## src/rtl/imul_ctrl_pkg.sv

```systemverilog
// Shared types and mux-select encodings for the iterative multiplier control unit.
package imul_ctrl_pkg;

  typedef enum logic [1:0] {
    IDLE = 2'd0,
    CALC = 2'd1,
    DONE = 2'd2
  } state_t;

  localparam logic SEL_LOAD  = 1'b0;
  localparam logic SEL_SHIFT = 1'b1;
  localparam logic SEL_ZERO  = 1'b0;
  localparam logic SEL_ADD   = 1'b1;

  // Step counter width; at least one bit so p_nbits=1 still elaborates.
  function automatic int cnt_w(input int n);
    return (n > 1) ? $clog2(n) : 1;
  endfunction

endpackage

```

## src/rtl/imul_step_counter.sv

```systemverilog
// Shift-add step counter: synchronous clear, increment, terminal flag at p_nbits-1.
module imul_step_counter
  import imul_ctrl_pkg::*;
#(
  parameter int p_nbits = 32
) (
  input  logic clk,
  input  logic rst,
  input  logic clear,
  input  logic inc,
  output logic last
);

  localparam int CW = cnt_w(p_nbits);
  localparam logic [CW-1:0] LAST_CNT = CW'(p_nbits - 1);

  logic [CW-1:0] count;

  // Wraps to 0 at terminal so count never exceeds p_nbits-1.
  always_ff @(posedge clk) begin
    if (rst || clear)   count <= '0;
    else if (inc)       count <= last ? '0 : count + CW'(1);
  end

  assign last = (count == LAST_CNT);

endmodule

```

## src/rtl/imul_ctrl.sv

```systemverilog
// Control FSM for the TinyRV1 iterative shift-add multiplier.
// Optional early exit on B==0 enabled by defining IMUL_EARLY_EXIT_EN.
module imul_ctrl
  import imul_ctrl_pkg::*;
#(
  parameter int p_nbits = 32
) (
  input  logic clk,
  input  logic rst,
  input  logic istream_val,
  output logic istream_rdy,
  output logic ostream_val,
  input  logic ostream_rdy,
  input  logic b_lsb,
  input  logic b_zero,
  output logic a_reg_en,
  output logic b_reg_en,
  output logic result_reg_en,
  output logic a_mux_sel,
  output logic b_mux_sel,
  output logic result_mux_sel,
  output logic add_mux_sel
);

  state_t state, state_n;
  logic   last;
  logic   early;

`ifdef IMUL_EARLY_EXIT_EN
  assign early = b_zero;
`else
  logic unused_b_zero;
  assign unused_b_zero = b_zero;
  assign early = 1'b0;
`endif

  imul_step_counter #(.p_nbits(p_nbits)) u_cnt (
    .clk   (clk),
    .rst   (rst),
    .clear (state != CALC),
    .inc   (state == CALC),
    .last  (last)
  );

  always_ff @(posedge clk) begin
    if (rst) state <= IDLE;
    else     state <= state_n;
  end

  always_comb begin
    state_n = state;
    case (state)
      IDLE:    if (istream_val)        state_n = CALC;
      CALC:    if (early || last)      state_n = DONE;
      DONE:    if (ostream_rdy)        state_n = IDLE;
      default:                         state_n = IDLE;
    endcase
  end

  // Outputs are held at zero throughout reset, including istream_rdy.
  always_comb begin
    istream_rdy    = 1'b0;
    ostream_val    = 1'b0;
    a_reg_en       = 1'b0;
    b_reg_en       = 1'b0;
    result_reg_en  = 1'b0;
    a_mux_sel      = SEL_LOAD;
    b_mux_sel      = SEL_LOAD;
    result_mux_sel = SEL_ZERO;
    add_mux_sel    = 1'b0;
    if (!rst) begin
      case (state)
        IDLE: begin
          istream_rdy = 1'b1;
          if (istream_val) begin
            a_reg_en      = 1'b1;
            b_reg_en      = 1'b1;
            result_reg_en = 1'b1;
          end
        end
        CALC: begin
          a_reg_en       = !early;
          b_reg_en       = !early;
          result_reg_en  = !early;
          a_mux_sel      = SEL_SHIFT;
          b_mux_sel      = SEL_SHIFT;
          result_mux_sel = SEL_ADD;
          add_mux_sel    = b_lsb;
        end
        DONE:    ostream_val = 1'b1;
        default: ;
      endcase
    end
  end

endmodule

```

## config.mk

```make
export PLATFORM = sky130hd
export DESIGN_NAME = imul_ctrl
export DESIGN_NICKNAME = d
export VERILOG_FILES = /design/src/rtl/imul_ctrl_pkg.sv /design/src/rtl/imul_step_counter.sv /design/src/rtl/imul_ctrl.sv
export SDC_FILE = /design/constraint.sdc
export NUM_CORES = 1
export LEC_CHECK = 0
export ABC_CLOCK_PERIOD_IN_PS = 1400
export CORE_AREA = 2 2 39 41
export CTS_CLUSTER_DIAMETER = 150
export DETAILED_ROUTE_END_ITERATION = 16
export DIE_AREA = 0 0 41 43
export GPL_TIMING_DRIVEN = 0
export PLACE_DENSITY = 0.57
export RECOVER_POWER = 25
export SLEW_MARGIN = 20
export SYNTH_ARGS = -nofsm -noshare
export SYNTH_HDL_FRONTEND = slang
export SYNTH_SLANG_ARGS = --single-unit
```

## constraint.sdc

```tcl
create_clock -name clk -period 1.4 [get_ports clk]
set_clock_uncertainty 0.1 [all_clocks]
set_input_delay 0.28 -clock clk [delete_from_list [all_inputs] [get_ports clk]]
set_output_delay 0.28 -clock clk [all_outputs]
set_load 0.1 [all_outputs]
```

==> results of run 1 <==
per-layer routing:
metal / up-vias / share of wire / track usage
met5: - / 0 / 0
met3: 2 / 0.049 / 0.03141
met1: 138 / 0.28 / 0.09740
li1: 157 / - / -
met2: 8 / 0.65 / 0.2125
met4: 0 / 0.019 / 0.08000
logic make-up after synthesis:
| kind of cell | count (synthesis) |
|---|---|
| buffers and inverters | 7 |
| DFF | 7 |
| xor gates and xnor gates | 2 |
| adders and majority gates | 2 |
| and+or+nand+nor | 12 |
| AOI/OAI and AO/OA | 3 |
state kept, by name, summed over array words and instances (netlist names):
signal       count
state            2
u_cnt.count      5
synth_stat cells:
master and number:
nor3b_2 1, a32o_2 1, nor2_4 1, nand3_1 1, buf_4 4, xnor2_1 1, buf_6 1, xor2_1 1
a21boi_2 1, and3_1 4, nand2_2 1, dfxtp_1 7, inv_1 2, ha_1 2, o21a_4 1, nor3_1 4
metrics by stage:
step / util / instance area, µm²
after floorplan: - / 430.4
after global placement: 0.4195 / 580.6
after detailed placement: 0.4195 / 580.6
after CTS: 0.5262 / 728.2
after global routing: 0.5389 / 745.7
final: 0.5389 / 745.7
worst max-delay path, stage by stage (launching register included):
cell and delay [ps]:
dfxtp_4 350, nor2_4 170, o21a_4 200, buf_12 110, buf_12 160
power by group through the flow:
| stage | combinational [mW] | clock (mW) | sequential [mW] |
|---|---|---|---|
| floorplan | 0.163 | 0 | 0.208 |
| global placement | 0.203 | 0 | 0.208 |
| detailed placement | 0.206 | 0 | 0.208 |
| CTS | 0.245 | 0.185 | 0.204 |
| global route | 0.255 | 0.201 | 0.204 |
| finish | 0.247 | 0.176 | 0.204 |
how the worst min path moves through the flow:
stage / endpoint
after floorplan: u_cnt.count[0]
after global placement: u_cnt.count[0]
after detailed placement: u_cnt.count[0]
after CTS: u_cnt.count[0]
after global routing: u_cnt.count[0]
final: u_cnt.count[0]
repair_timing:
item / CTS / global route
resized for setup: 83 / 1
setup endpoints to repair: 11 / 10
hold endpoints to repair: 0 / 0
pin swaps: 3 / 1
buffers inserted: 4 / 2
cell type report:
cell class	count	area [µm²]	area share
clock buffers	4	26.28	0.03523
inverters	2	11.26	0.01510
flip-flops and latches	7	143.9	0.1930
repair buffers	19	249.0	0.3339
plain buffers	5	91.34	0.1225
multi-input cells	19	203.9	0.2735
well taps	16	20.02	0.02685
==> run_results.csv, run 1 <==
group,metric,value,unit
yosys,synth_top_area_frac,0.4014,
setup_path,rrSetupSlack,60,ps
status,status,"finished, violations left",
yosys,ys_types,16,
detailed_routing,drtIter0Drc,0,
setup_path,end_kind,"output pin",
timing,tightest_slew,206.1,ps
clocking,cts.path.max_buffers,2,
detailed_routing,drc_errors,0,
global_routing,grt_pass1_vias,336,
placement,dp_hpwl,583.9,µm
clocking,path_clk_slew,50,ps
worst_hold_path,min_path_type,"reg -> reg",
timing,final_max_slew_viol_count,0,
cells_and_area,final_cell_mix,"buf_12, buf_4, dfxtp_1",
placement,dp_cells,62,
die,core_area,1384,µm²
detailed_routing,wl,752,µm
timing,whs,356.6,ps
yosys,synthesis.area,349.1,µm²
yosys,synth_top_family_by_area,"simple AND/OR/NAND/NOR gates",
global_routing,grt_pass1_wl,1.324,mm
setup_path,required,1020,ps
global_routing,grt_max_degree,9,
power,sequentialPowerShare,0.326,
power,p_sw,0.2125,mW
detailed_routing,wl_per_cell,10.44,µm
power,pwr-share-comb,0.394,
placement,io_buffers,13,
timing,min_period,1619,ps
yosys,synthMuxAreaShare,0,
clocking,cts_inserted_buffers,3,
worst_hold_path,holdPathStages,1,
global_routing,grt_use_total,0.1168,
yosys,yosys.area_share.adder,0.07168,
cells_and_area,syn_to_final_growth,113.6,%
power,p_per_area,840.6,nW/µm²
worst_hold_path,hold_start,"u_cnt.count[0]",
yosys,yosys_warnings,0,
setup_path,cp_max_fo,6,
clocking,holdBufCountCts,0,
placement,dp_slack,-1481,ps
yosys,syn-num-nets,41,
job,maxCapViolations,0,
die,dieWidth,41,µm
status,violations,"negative setup slack",
cells_and_area,fin_nets,65,
timing,max_freq,617.8,MHz
die,die_area,1763,µm²
yosys,ys_seq_area_frac,0.4014,
global_routing,grt_overflow,0,
setup_path,r2r_end,"state[1]",
cells_and_area,layout-drive-gt1-share,0.6607,
power,p_leak,0.3202,nW
timing,hold_violations,0,
yosys,synth_xor_area_frac,0.05018,
clocking,insertion_delay,240,ps
power,peakVddDrop,0.4708,mV
clocking,htree_levels,1,
power,clkPwrFrac,0.280,
yosys,synthSimpleGateAreaFrac,0.2294,
placement,place_congestion,0.6288,
setup_path,critical_path_class,"reg -> out",
power,p_int,0.4143,mW
yosys,synth_compound_area_frac,0.1075,
die,io_pins,15,
clocking,cts_num_sinks,7,
setup_path,start_kind,"register",
setup_path,rr_worst_depth,4,
timing,finalSetupTns,-1588,ps
yosys,synth-seq-cells,7,
power,p_sw_frac,0.3390,
cells_and_area,antenna_cells,0,
timing,setup_ws,-218.8,ps
die,rows,14,
die,die_y,43,µm
die,initial_utilization,0.2523,
cells_and_area,fill_cells,126,
timing,slew-limit-headroom,0.8625,
setup_path,reg2reg_from,"u_cnt.count[0]",
clocking,cts_root_buf,"clkbuf_4",
setup_path,crit_path_end,"result_reg_en",
detailed_routing,vias,305,
global_routing,antenna_found_initial,0,
cells_and_area,instances_no_fill,72,
detailed_routing,first_pass_iters,1,
yosys,synthTopCellsByArea,"dfxtp_1, buf_4, and3_1",
cells_and_area,layout_commonest_cell,"buf_12",
timing,fin_crit_sh,1.156,
clocking,cts_tree,"built",
yosys,postSynthCellCount,33,
yosys,avgSynthCellArea,10.58,µm²
yosys,synth.largest_area_cell,"dfxtp_1",
power,finalPower,0.6268,mW
timing,rsz0062_at_grt,"yes",
timing,setup_viol,9,
detailed_routing,drtAntennaViolNets,0,
setup_path,cp.arrival,1240,ps
setup_path,crit_start,"state[1]",
detailed_routing,avgViaCountPerCell,4.236,
(Power assumes the default switching activity.)
==> run 2, diff against run 1 <==
--- a/config.mk
+++ b/config.mk
@@ -5,13 +5,12 @@
 export SDC_FILE = /design/constraint.sdc
 export NUM_CORES = 1
 export LEC_CHECK = 0
-export ABC_CLOCK_PERIOD_IN_PS = 1400
 export CORE_AREA = 2 2 39 41
 export CTS_CLUSTER_DIAMETER = 150
 export DETAILED_ROUTE_END_ITERATION = 16
 export DIE_AREA = 0 0 41 43
 export GPL_TIMING_DRIVEN = 0
-export PLACE_DENSITY = 0.57
+export PLACE_DENSITY = 0.55
 export RECOVER_POWER = 25
 export SLEW_MARGIN = 20
 export SYNTH_ARGS = -nofsm -noshare
==> constraint.sdc (replaced) <==
create_clock -name clk -period 1.5 [get_ports clk]
set_clock_uncertainty 0.1 [all_clocks]
set_input_delay 0.3 -clock clk [delete_from_list [all_inputs] [get_ports clk]]
set_output_delay 0.3 -clock clk [all_outputs]
set_load 0.1 [all_outputs]
==> run 2 against run 1 <==
Net effect:
- the flow still finishes with violations (negative setup slack)
- sequential power shrank 6%
- non-clock buffer count is the same
- combinational power shrank 5%
- critical path type unchanged
- sequential share of layout area grew 0.13 points
- register-to-register slack gained 30 ps
- via count grew 0.33%
==> run_results.csv, run 2 (synthesized netlist as in run 1, its figures left out) <==
group,metric,value,unit
status,status,"finished, violations left",
status,violations,"negative setup slack",
detailed_routing,vias,306,
worst_hold_path,min_path_type,"reg -> reg",
cells_and_area,syn_to_final_growth,112.2,%
cells_and_area,antenna_cells,0,
die,initial_utilization,0.2523,
timing,setup_viol,8,
cells_and_area,largest_reg_flops,5,
clocking,path_clk_slew,50,ps
clocking,cts_num_sinks,7,
die,dieWidth,41,µm
detailed_routing,drtIter0Drc,2,
global_routing,grt_use_total,0.1128,
global_routing,antenna_found_initial,0,
detailed_routing,first_pass_iters,4,
timing,setup_ws,-128.4,ps
die,core_area,1384,µm²
cells_and_area,final_cell_mix,"buf_12, dfxtp_1, buf_4",
setup_path,start_kind,"register",
global_routing,grt_overflow,0,
timing,finalSetupTns,-725.9,ps
die,die_area,1763,µm²
timing,tightest_slew,210.5,ps
cells_and_area,fill_cells,110,
cells_and_area,multi_input_area,186.4,µm²
die,die_y,43,µm
global_routing,grt_max_degree,10,
timing,fin_crit_sh,1.086,
cells_and_area,layout_commonest_cell,"buf_12",
cells_and_area,fin_util,0.5353,
cells_and_area,final_area,740.7,µm²
die,io_pins,15,
setup_path,required,1100,ps
detailed_routing,drc_errors,0,
worst_hold_path,hold_start,"u_cnt.count[0]",
clocking,htree_levels,1,
setup_path,cp.arrival,1230,ps
clocking,cts.path.max_buffers,2,
detailed_routing,drtAntennaViolNets,0,
cells_and_area,fin_nets,65,
clocking,cts_root_buf,"clkbuf_4",
power,p_per_area,800.7,nW/µm²
setup_path,cp_max_fo,4,
clocking,cts_inserted_buffers,3,
timing,hold_violations,0,
timing,final_max_slew_viol_count,0,
job,maxCapViolations,0,
placement,post_dp_cell_area,580.6,µm²
power,peakVddDrop,0.4863,mV
power,p_leak,0.3401,nW
global_routing,grt_pass1_vias,299,
timing,rsz0062_at_grt,"yes",
setup_path,rr_worst_depth,4,
placement,dp_hpwl,551.4,µm
placement,io_buffers,13,
cells_and_area,instances_no_fill,72,
placement,dp_cells,62,
setup_path,reg2reg_from,"u_cnt.count[0]",
timing,min_period,1628,ps
global_routing,grt_pass1_wl,1.290,mm
timing,slew-limit-headroom,0.8595,
cells_and_area,regArea,143.9,µm²
clocking,cts_tree,"built",
placement,place_congestion,0.6271,
setup_path,r2r_end,"state[1]",
power,finalPower,0.5931,mW
detailed_routing,wl,789,µm
cells_and_area,layout-drive-gt1-share,0.6071,
cells_and_area,top_regs,"u_cnt.count (5), state (2)",
clocking,insertion_delay,250,ps
die,rows,14,
detailed_routing,wl_per_cell,10.96,µm
setup_path,rrSetupSlack,90,ps
setup_path,end_kind,"output pin",
worst_hold_path,min_to,"u_cnt.count[0]",
worst_hold_path,holdPathStages,1,
setup_path,critical_path_class,"reg -> out",
cells_and_area,top_register,"u_cnt.count",
detailed_routing,avgViaCountPerCell,4.250,
timing,max_freq,614.1,MHz
## run 2: how the worst max path moves through the flow
stage | from | to | slack [ps]
finish | state[1] | result_reg_en | -130
CTS | state[1] | b_mux_sel | -140
global route | state[1] | b_mux_sel | -190
global placement | rst | b_mux_sel | -1400
floorplan | state[0] | b_mux_sel | -230
detailed placement | rst | b_mux_sel | -1440
## run 2: layout make-up
class / count / area share
Multi-Input combinational cell: 19 / 0.2517
Inverter: 2 / 0.01520
Tap cell: 16 / 0.02703
Timing Repair Buffer: 19 / 0.3530
Sequential cell: 7 / 0.1943
Clock buffer: 4 / 0.03547
Buffer: 5 / 0.1233
## run 2: through the flow
stage          setup slack [ps]  hold WS (ps)
4_1_cts                  -135.9         363.6
3_3_place_gp              -1401         341.4
6_report                 -128.4         361.3
5_1_grt                  -191.0         413.2
2_1_floorplan            -226.1         328.5
3_5_place_dp              -1435         358.7
## run 2: what timing repair did
| action | 4_1_cts | 5_1_grt |
|---|---|---|
| setup buffers | 3 | 3 |
| pin swaps | 4 | 1 |
| gates resized for setup | 81 | 3 |
| gates cloned | 0 | 0 |
| hold buffers | 0 | 0 |
| endpoints found under the setup margin | 9 | 10 |
## run 2: power breakdown
part	internal, mW	switching [mW]	leakage, nW
logic	0.0993	0.134	0.267
registers	0.188	0.00220	0.0577
clock network	0.101	0.0676	0.0150
total	0.389	0.204	0.340
## run 2: metal layers
metal	wire, µm	GRT usage
met1	293	0.1201
met2	463	0.1781
met3	33	0.03141
met4	0	0.08000
met5	0	0
## run 2: critical path, stage by stage, from the launching register on
cell     delay, ps
dfxtp_4        350
nor2_4         150
o21a_4         210
buf_12         110
buf_12         160
==> run 3, diff against run 2 <==
==> constraint.sdc (replaced) <==
create_clock -name clk -period 2 [get_ports clk]
set_clock_uncertainty 0.1 [all_clocks]
set_input_delay 0.4 -clock clk [delete_from_list [all_inputs] [get_ports clk]]
set_output_delay 0.4 -clock clk [all_outputs]
set_load 0.1 [all_outputs]
==> run 3 against run 2 <==
Net effect:
- the run now ends clean
- design area down 28%
- core utilization down 15 points
- total power down 32%
- via count down 11%
- routed wire length down 24%
- sequential power down 25%
- worst setup slack better by 220 ps
- non-clock buffer count down 5
- critical path type is now in -> out
- largest power group is now registers
- highest routed layer unchanged
==> run_results.csv, run 3 (synthesized netlist as in run 1, its figures left out) <==
group,metric,value,unit
setup_path,cp_max_fo,5,
cells_and_area,top_register,"u_cnt.count",
detailed_routing,drtIter0Drc,1,
cells_and_area,layout_commonest_cell,"buf_4",
cells_and_area,largest_reg_flops,5,
status,status,"complete, no violations",
cells_and_area,fin_nets,60,
cells_and_area,layout-drive-gt1-share,0.4902,
cells_and_area,syn_to_final_growth,53.76,%
timing,setup_viol,0,
timing,tightest_slew,545.6,ps
cells_and_area,final_cell_mix,"buf_4, dfxtp_1, buf_6",
clocking,path_clk_slew,60,ps
clocking,cts_tree,"built",
timing,slew-limit-headroom,0.6380,
clocking,cts_inserted_buffers,3,
die,dieWidth,41,µm
placement,post_dp_cell_area,514.2,µm²
job,maxCapViolations,0,
timing,max_freq,524.8,MHz
setup_path,critical_path_class,"in -> out",
setup_path,end_kind,"output pin",
worst_hold_path,min_path_type,"reg -> reg",
global_routing,antenna_found_initial,0,
clocking,cts.path.max_buffers,2,
setup_path,cp.arrival,1410,ps
clocking,cts_num_sinks,7,
global_routing,grt_pass1_vias,294,
setup_path,required,1500,ps
detailed_routing,drc_errors,0,
die,initial_utilization,0.2523,
cells_and_area,antenna_cells,0,
cells_and_area,instances_no_fill,67,
global_routing,grt_pass1_wl,1.131,mm
global_routing,grt_max_degree,10,
detailed_routing,drtAntennaViolNets,0,
power,peakVddDrop,0.2913,mV
placement,io_buffers,13,
timing,min_period,1905,ps
power,p_leak,0.2583,nW
die,rows,14,
cells_and_area,top_regs,"u_cnt.count (5), state (2)",
cells_and_area,fin_util,0.3879,
placement,dp_cells,62,
detailed_routing,first_pass_iters,2,
detailed_routing,avgViaCountPerCell,4.075,
timing,rsz0062_at_grt,"no",
timing,final_max_slew_viol_count,0,
die,die_area,1763,µm²
detailed_routing,vias,273,
global_routing,grt_use_total,0.09859,
placement,dp_hpwl,485.3,µm
die,core_area,1384,µm²
timing,fin_crit_sh,0.9527,
detailed_routing,wl,601,µm
setup_path,start_kind,"input port",
clocking,holdBufCountCts,0,
die,io_pins,15,
timing,hold_violations,0,
placement,place_congestion,0.5936,
die,die_y,43,µm
power,p_per_area,748.7,nW/µm²
clocking,cts_root_buf,"clkbuf_4",
global_routing,grt_overflow,0,
clocking,htree_levels,1,
detailed_routing,wl_per_cell,8.970,µm
clocking,insertion_delay,250,ps
cells_and_area,final_area,536.8,µm²
-- run 3: final cells by class --
cell class / count / area, µm²
fillers: 146 / 847.1
multi-input cells: 19 / 167.7
flip-flops and latches: 7 / 140.1
repair buffers: 14 / 130.1
plain buffers: 5 / 41.29
clock buffers: 4 / 26.28
well taps: 16 / 20.02
inverters: 2 / 11.26
-- run 3: worst max-delay path, cell delays in order --
cell	delay [ps]
dlygate4sd2_1	310
nor2_4	190
nand2_2	110
clkinvlp_4	90
buf_4	100
buf_6	210
-- run 3: layer usage --
metal,global-route usage,vias to the layer above,share of wire
met5,0,-,0
met4,0.08000,0,0
met3,0.04712,0,0.10
met2,0.1469,12,0.46
met1,0.09709,113,0.43
li1,-,148,-
-- run 3: repair_timing --
item | CTS | global route
resized for setup | 55 | 0
setup endpoints to repair | 9 | 0
buffers inserted | 1 | 0
endpoints found under the hold margin | 0 | 0
-- run 3: through the flow --
stage | hold WS [ps] | worst slack [ps] | setup TNS [ps] | power [mW]
final | 362.3 | 94.68 | 0 | 0.4019
after floorplan | 331.5 | -127.7 | -127.7 | 0.2438
after global placement | 351.6 | -1059 | -8532 | 0.2734
after CTS | 365.0 | 80.54 | 0 | 0.4106
after global routing | 421.5 | 33.87 | 0 | 0.4248
after detailed placement | 357.1 | -1056 | -8548 | 0.2739
-- run 3: path summary, 6_finish.rpt --
check                      start              to  slack, ps  depth (start not counted)
setup / recovery             rst       b_mux_sel         90                          6
hold / removal    u_cnt.count[0]  u_cnt.count[0]        360                          1
setup reg to reg  u_cnt.count[0]        state[1]        540                          4
hold reg to reg   u_cnt.count[0]  u_cnt.count[0]        360                          1
-- run 3: report_power, final --
part | total [mW] | internal [mW] | switching, mW
clock network | 0.131 | 0.0763 | 0.0542
registers | 0.144 | 0.143 | 0.00157
logic | 0.127 | 0.0373 | 0.0900
total | 0.402 | 0.256 | 0.146
